===== src/rtl/password_entry_if.sv =====
// password_entry_if: keypad-side inputs and access-control-side outputs of password_entry.
interface password_entry_if #(
  parameter int NUM_DIGITS = 4,
  parameter int DIGIT_W    = 4
);
  logic [DIGIT_W-1:0]              digit_in;
  logic                            digit_enter;
  logic                            submit;
  logic                            clear;
  logic [1:0]                      req_sel;
  logic [NUM_DIGITS*DIGIT_W-1:0]   data_out;
  logic                            data_load;
  logic [1:0]                      request;
  logic [$clog2(NUM_DIGITS+1)-1:0] digit_count;
  logic                            entry_err;
  modport master (
    output digit_in, digit_enter, submit, clear, req_sel,
    input  data_out, data_load, request, digit_count, entry_err
  );
  modport slave (
    input  digit_in, digit_enter, submit, clear, req_sel,
    output data_out, data_load, request, digit_count, entry_err
  );
endinterface


===== src/rtl/password_entry.sv =====
// password_entry: assembles keypad digits into a password word and strobes it to access control.
module password_entry #(
  parameter int NUM_DIGITS     = 4,
  parameter int DIGIT_W        = 4,
  parameter int TIMEOUT_CYCLES = 50000
) (
  input logic             clk,
  input logic             rst,
  password_entry_if.slave bus
);
  localparam int DATA_W = NUM_DIGITS * DIGIT_W;
  localparam int CNT_W  = $clog2(NUM_DIGITS + 1);
  localparam int TMR_W  = $clog2(TIMEOUT_CYCLES);
  typedef enum logic [1:0] {IDLE, COLLECT, FULL, LOAD} state_t;
  state_t             r_state, w_next;
  logic [DATA_W-1:0]  r_data;
  logic [1:0]         r_req;
  logic [CNT_W-1:0]   r_cnt, w_cnt_inc;
  logic [TMR_W-1:0]   r_tmr;
  logic               r_err;
  logic               w_active, w_take, w_accept, w_reject, w_quiet, w_expire;
  // A digit arriving with submit while collecting wins silently, so submit is only rejected alone.
  always_comb begin
    w_active  = r_state == COLLECT || r_state == FULL;
    w_take    = bus.digit_enter && (r_state == IDLE || r_state == COLLECT);
    w_accept  = bus.submit && r_state == FULL;
    w_reject  = bus.submit && !bus.digit_enter && (r_state == IDLE || r_state == COLLECT);
    w_quiet   = w_active && !bus.digit_enter && !bus.submit;
    w_expire  = w_quiet && r_tmr == TMR_W'(TIMEOUT_CYCLES - 1);
    w_cnt_inc = r_state == IDLE ? CNT_W'(1) : r_cnt + CNT_W'(1);
  end
  always_ff @(posedge clk)
    r_state <= rst ? IDLE : w_next;
  always_comb
    w_next = (bus.clear || w_expire || r_state == LOAD) ? IDLE :
             w_take   ? (w_cnt_inc == CNT_W'(NUM_DIGITS) ? FULL : COLLECT) :
             w_accept ? LOAD : r_state;
  always_comb begin
    bus.data_load   = r_state == LOAD;
    bus.data_out    = r_data;
    bus.request     = r_req;
    bus.digit_count = r_cnt;
    bus.entry_err   = r_err;
  end
  // Data and request survive the load so a slow downstream stage can still sample them.
  always_ff @(posedge clk) begin
    if (rst) begin
      r_data <= '0;
      r_req  <= '0;
      r_cnt  <= '0;
      r_tmr  <= '0;
      r_err  <= 1'b0;
    end else begin
      r_err <= !bus.clear && (w_reject || w_expire);
      r_tmr <= (w_quiet && !w_expire && !bus.clear) ? r_tmr + TMR_W'(1) : '0;
      if (bus.clear || w_expire) begin
        r_data <= '0;
        r_cnt  <= '0;
      end else if (w_take) begin
        r_data <= r_state == IDLE ? DATA_W'(bus.digit_in) : {r_data[DATA_W-DIGIT_W-1:0], bus.digit_in};
        r_cnt  <= w_cnt_inc;
      end else if (r_state == LOAD) begin
        r_cnt  <= '0;
      end
      if (bus.clear)
        r_req <= '0;
      else if (w_accept)
        r_req <= bus.req_sel;
    end
  end
endmodule


===== src/flat_wrapper.sv =====
// flat-port wrapper written by rule: the top's interface ports become plain ports
module password_entry_flat 
#(
  parameter int NUM_DIGITS     = 4,
  parameter int DIGIT_W        = 4,
  parameter int TIMEOUT_CYCLES = 50000
)
  (clk, rst, bus_digit_in, bus_digit_enter, bus_submit, bus_clear, bus_req_sel, bus_data_out, bus_data_load, bus_request, bus_digit_count, bus_entry_err);
  password_entry_if #(.NUM_DIGITS(NUM_DIGITS), .DIGIT_W(DIGIT_W)) bus_i ();
  input logic clk;
  input logic rst;
  input wire logic [$bits(bus_i.digit_in)-1:0] bus_digit_in;
  input wire logic [$bits(bus_i.digit_enter)-1:0] bus_digit_enter;
  input wire logic [$bits(bus_i.submit)-1:0] bus_submit;
  input wire logic [$bits(bus_i.clear)-1:0] bus_clear;
  input wire logic [$bits(bus_i.req_sel)-1:0] bus_req_sel;
  output wire logic [$bits(bus_i.data_out)-1:0] bus_data_out;
  output wire logic [$bits(bus_i.data_load)-1:0] bus_data_load;
  output wire logic [$bits(bus_i.request)-1:0] bus_request;
  output wire logic [$bits(bus_i.digit_count)-1:0] bus_digit_count;
  output wire logic [$bits(bus_i.entry_err)-1:0] bus_entry_err;
  assign bus_i.digit_in = bus_digit_in;
  assign bus_i.digit_enter = bus_digit_enter;
  assign bus_i.submit = bus_submit;
  assign bus_i.clear = bus_clear;
  assign bus_i.req_sel = bus_req_sel;
  assign bus_data_out = bus_i.data_out;
  assign bus_data_load = bus_i.data_load;
  assign bus_request = bus_i.request;
  assign bus_digit_count = bus_i.digit_count;
  assign bus_entry_err = bus_i.entry_err;
  password_entry #(.NUM_DIGITS(NUM_DIGITS), .DIGIT_W(DIGIT_W), .TIMEOUT_CYCLES(TIMEOUT_CYCLES)) u_core (.clk(clk), .rst(rst), .bus(bus_i));
endmodule

===== config.mk =====
export PLATFORM = sky130hd
export DESIGN_NAME = password_entry_flat
export DESIGN_NICKNAME = d
export VERILOG_FILES = /design/src/rtl/password_entry_if.sv /design/src/rtl/password_entry.sv /design/src/flat_wrapper.sv
export SDC_FILE = /design/constraint.sdc
export NUM_CORES = 1
export LEC_CHECK = 0
export ABC_AREA = 1
export BUFFER_PORTS_ARGS = -buffer_cell sky130_fd_sc_hd__buf_2
export CAP_MARGIN = 20
export CORE_ASPECT_RATIO = 0.6
export CORE_MARGIN = 3
export CORE_UTILIZATION = 54
export CTS_CLUSTER_SIZE = 14
export DETAILED_ROUTE_END_ITERATION = 16
export PLACE_DENSITY_LB_ADDON = 0.1
export RECOVER_POWER = 25
export SYNTH_ARGS = -nofsm -noshare
export SYNTH_HDL_FRONTEND = slang
export SYNTH_SLANG_ARGS = --single-unit

===== constraint.sdc =====
create_clock -name clk -period 2.53 [get_ports clk]
set_input_delay 0.253 -clock clk [delete_from_list [all_inputs] [get_ports clk]]
set_output_delay 0.253 -clock clk [all_outputs]
set_load 0.02 [all_outputs]

==> results.yml <==
outcome:
  status: "finished, final reports clean"
setup_path:
  cp_slowest_cell: "dfxtp_1"
  worst_r2r_path_depth: 7
  critical_path_required_ns: 2.77
  start_kind: "register"
  path_type_of_the_worst_setup_path: "reg -> reg"
  rr_endpoint: "u_core.r_state[1]$_SDFFE_PP0P_"
  cp_max_fo: 19
  worst-r2r-setup-slack_ns: 0.81
  critPathCaptureType: "register"
  timing.critical_path.cells: "inv_1, ha_1, or2_1, nand2_4, o21ai_0, and2_1, nor2_1"
  arrival_ns: 1.95
  cpPeakStageDelay_ns: 0.42
  rr_startpoint: "u_core.r_state[1]$_SDFFE_PP0P_"
synth:
  synth_edf_count: 0
  synth.top_cell.area_share: 0.419
  synth_seq_area_share: 0.419
  synth-seq-cells: 40
  mappedNetlistArea_sq_um: 1910
  post_synth_inst_count: 247
  synth-async-reset-ratio: 0
  synth-warning-count: 0
  synth.area.top_cells: "dfxtp_1, nor2_1, nand2_1"
  synth.avg_cell_area_sq_um: 7.74
  synthDominantAreaCellType: "dfxtp_1"
  main_flop_type_after_synthesis: "dfxtp_1"
  synth.net_count: 264
  synth_cell_types: 29
sta:
  rsz0062_at_grt: "false"
  timing.slew.headroom: 0.720
  fmaxAchievable_mhz: 583
  period_needed_ns: 1.72
  final-hold-violation-count: 0
  tns_ns: 0
  timing.final.max_slew_violations: 0
  number_of_endpoints_failing_setup_at_the_final_stage: 0
  worst_slack_ns: 0.814
  final_worst_path_cycle_share: 0.678
  finClkSkew_ns: 0.00782
  tightestPinTransition_ns: 0.420
clock_network:
  root_buffer: "clkbuf_8"
  clock_insertion_delay_at_the_later_pin_of_the_skew_report_ns: 0.29
  postCtsSetupBuffers: 0
  cts_max_level: 2
  number_of_instances_resized_during_post_cts_repair: 0
  clock_sinks: 40
  cts_tree: "yes"
  clk_pin_slew_worst_paths_ns: 0.08
  clk_path_buf_depth: 2
  cts.hold.buffers_added: 0
  cts_inserted_buffers: 5
routing:
  via_count: 1659
  wirelength_mm: 3.85
  detail_route.drc_violations: 0
  initial_drc_count: 115
  detail_route.vias_per_cell: 5.07
  final_antenna_net_count: 0
  drt-pass1-iter-count: 5
  wl_per_cell_microns: 11.8
global_route:
  grt_pass1_vias: 1377
  initial_antenna_violation_count: 0
  largest_net_degree_at_the_start_of_global_routing: 20
  grt_first_pass_wirelength_mm: 6.30
  global_routing_usage_summed_across_all_routing_layers: 0.195
  grt_remaining_overflow: 0
placement:
  detailedPlacementHpwl_mm: 2.89
  gp_congestion: 0.862
  place_inst: 319
  place.port_buffers: 33
  place_ws_ns: 0.863
die:
  ios: 34
  chipWidth_microns: 82.8
  core.rowCount: 16
  floorplan.core_area_sq_um: 3320
  die_h_microns: 52.1
  floorplan.initialDensity: 0.575
  floorplan.die_area_sq_um: 4310
min_path:
  hold-path-cell-count: 3
  whs_endpoint: "u_core.bus.request[1]$_SDFFE_PP0P_"
  holdCritStartpoint: "bus_req_sel[1]"
  timing.hold.worst.class: "in -> reg"
layout:
  areaGrowthSynthToFinish_pct: 11.5
  diodes: 0
  final_cell_count_no_fill: 327
  nets: 298
  final_layout_size_suffix_gt1_frac: 0.170
job:
  max_cap_violations: 0
pwr:
  cellLeakagePower_nw: 0.801
  power_density_nw_per_um2: 527
  ir_drop_mv: 0.360
-- power by group --
group	total (W)	switching, W	internal [W]
sequential	0.000637	0.00000366	0.000633
clock	0.000424	0.000232	0.000192
combinational	0.0000618	0.0000417	0.0000201
-- per-stage QoR --
stage               total power, W  instance area, sq um  hold WS (ns)   util
detailed placement        0.000714                  2060         0.436  0.620
global route               0.00117                  2130         0.249  0.641
floorplan                 0.000701                  1910         0.416      -
global placement          0.000714                  2060         0.431  0.620
finish                     0.00112                  2130         0.215  0.641
CTS                        0.00114                  2150         0.213  0.647
-- final cells by class --
type | count | area [sq um]
Clock inverter | 3 | 18.8
Timing Repair Buffer | 33 | 146
Sequential cell | 40 | 801
Clock buffer | 5 | 68.8
Fill cell | 326 | 1190
Tap cell | 45 | 56.3
Inverter | 29 | 110
Multi-Input combinational cell | 172 | 930
-- cells in the mapped netlist (2+ instances only) --
| cell type | instances |
|---|---|
| dfxtp_1 | 40 |
| buf_6 | 4 |
| ha_1 | 6 |
| inv_1 | 27 |
| o21ai_0 | 8 |
| nor2_4 | 2 |
| nor2_1 | 44 |
| nand2_2 | 2 |
| nand4_1 | 3 |
| nand2_4 | 2 |
| nor2_2 | 11 |
| nand2_1 | 36 |
| and2_1 | 2 |
| xor2_1 | 6 |
| a21oi_1 | 8 |
| nor3_1 | 5 |
| a22oi_1 | 12 |
| nand3_1 | 18 |
-- layout by cell type (no fill, tap or decap), types with 2 or more instances in the layout --
master    instances
nand3_1          18
dfxtp_1          40
nand2_4           2
clkinv_2          3
clkbuf_1         15
nor2_4            2
buf_2            18
nand2_2           2
nor2_1           44
a22oi_1          12
xor2_1            6
nand4_1           3
nor2_2           11
a21oi_1           8
o21ai_0           8
inv_1            27
ha_1              6
nand2_1          36
clkbuf_8          5
and2_1            2
nor3_1            5
-- logic make-up (layout without fill, tap and decap cells) --
logic type | Yosys count | in the layout | share of synthesized area
compound gates | 30 | 30 | 0.0950
xor+xnor | 7 | 7 | 0.0321
fa+ha+maj | 6 | 6 | 0.0393
buf+inv | 35 | 70 | 0.0943
flops | 40 | 40 | 0.419
simple gates | 129 | 129 | 0.320
-- worst max path at each step --
stage / start / to / slack (ns) / cells after the start
finish: u_core.r_state[1]$_SDFFE_PP0P_ / u_core.r_state[1]$_SDFFE_PP0P_ / 0.81 / 7
global route: u_core.r_state[1]$_SDFFE_PP0P_ / u_core.r_state[1]$_SDFFE_PP0P_ / 0.66 / 8
CTS: u_core.r_state[1]$_SDFFE_PP0P_ / u_core.r_state[1]$_SDFFE_PP0P_ / 0.83 / 7
detailed placement: u_core.r_state[1]$_SDFFE_PP0P_ / u_core.r_state[1]$_SDFFE_PP0P_ / 0.86 / 7
global placement: u_core.r_state[0]$_SDFFE_PP0P_ / u_core.r_state[0]$_SDFFE_PP0P_ / 0.90 / 7
floorplan: u_core.r_state[1]$_SDFFE_PP0P_ / u_core.bus.digit_count[0]$_SDFFE_PP0P_ / 1.08 / 8
-- state kept, by name, summed over array words and instances (netlist names) --
signal                  flops
u_core.bus.data_out        16
u_core.r_tmr               16
u_core.bus.digit_count      3
u_core.bus.request          2
u_core.r_state              2
u_core.bus.entry_err        1
-- critical path: cells and delay by family, from the launching register on --
family	cells	cell delay (ns)
AOI/OAI and AO/OA	1	0.11
adders and majority gates	1	0.22
buffers and inverters	1	0.09
DFF	1	0.42
and+or+nand+nor	4	0.81
-- routing by layer --
metal | wire, microns | GRT usage | up-vias
met5 | 0 | 0 | -
met4 | 38 | 0.0571 | 0
met3 | 372 | 0.0796 | 7
met2 | 1380 | 0.242 | 54
met1 | 2050 | 0.296 | 737
li1 | - | - | 861
No activity file was read; power rests on OpenSTA's default activity.
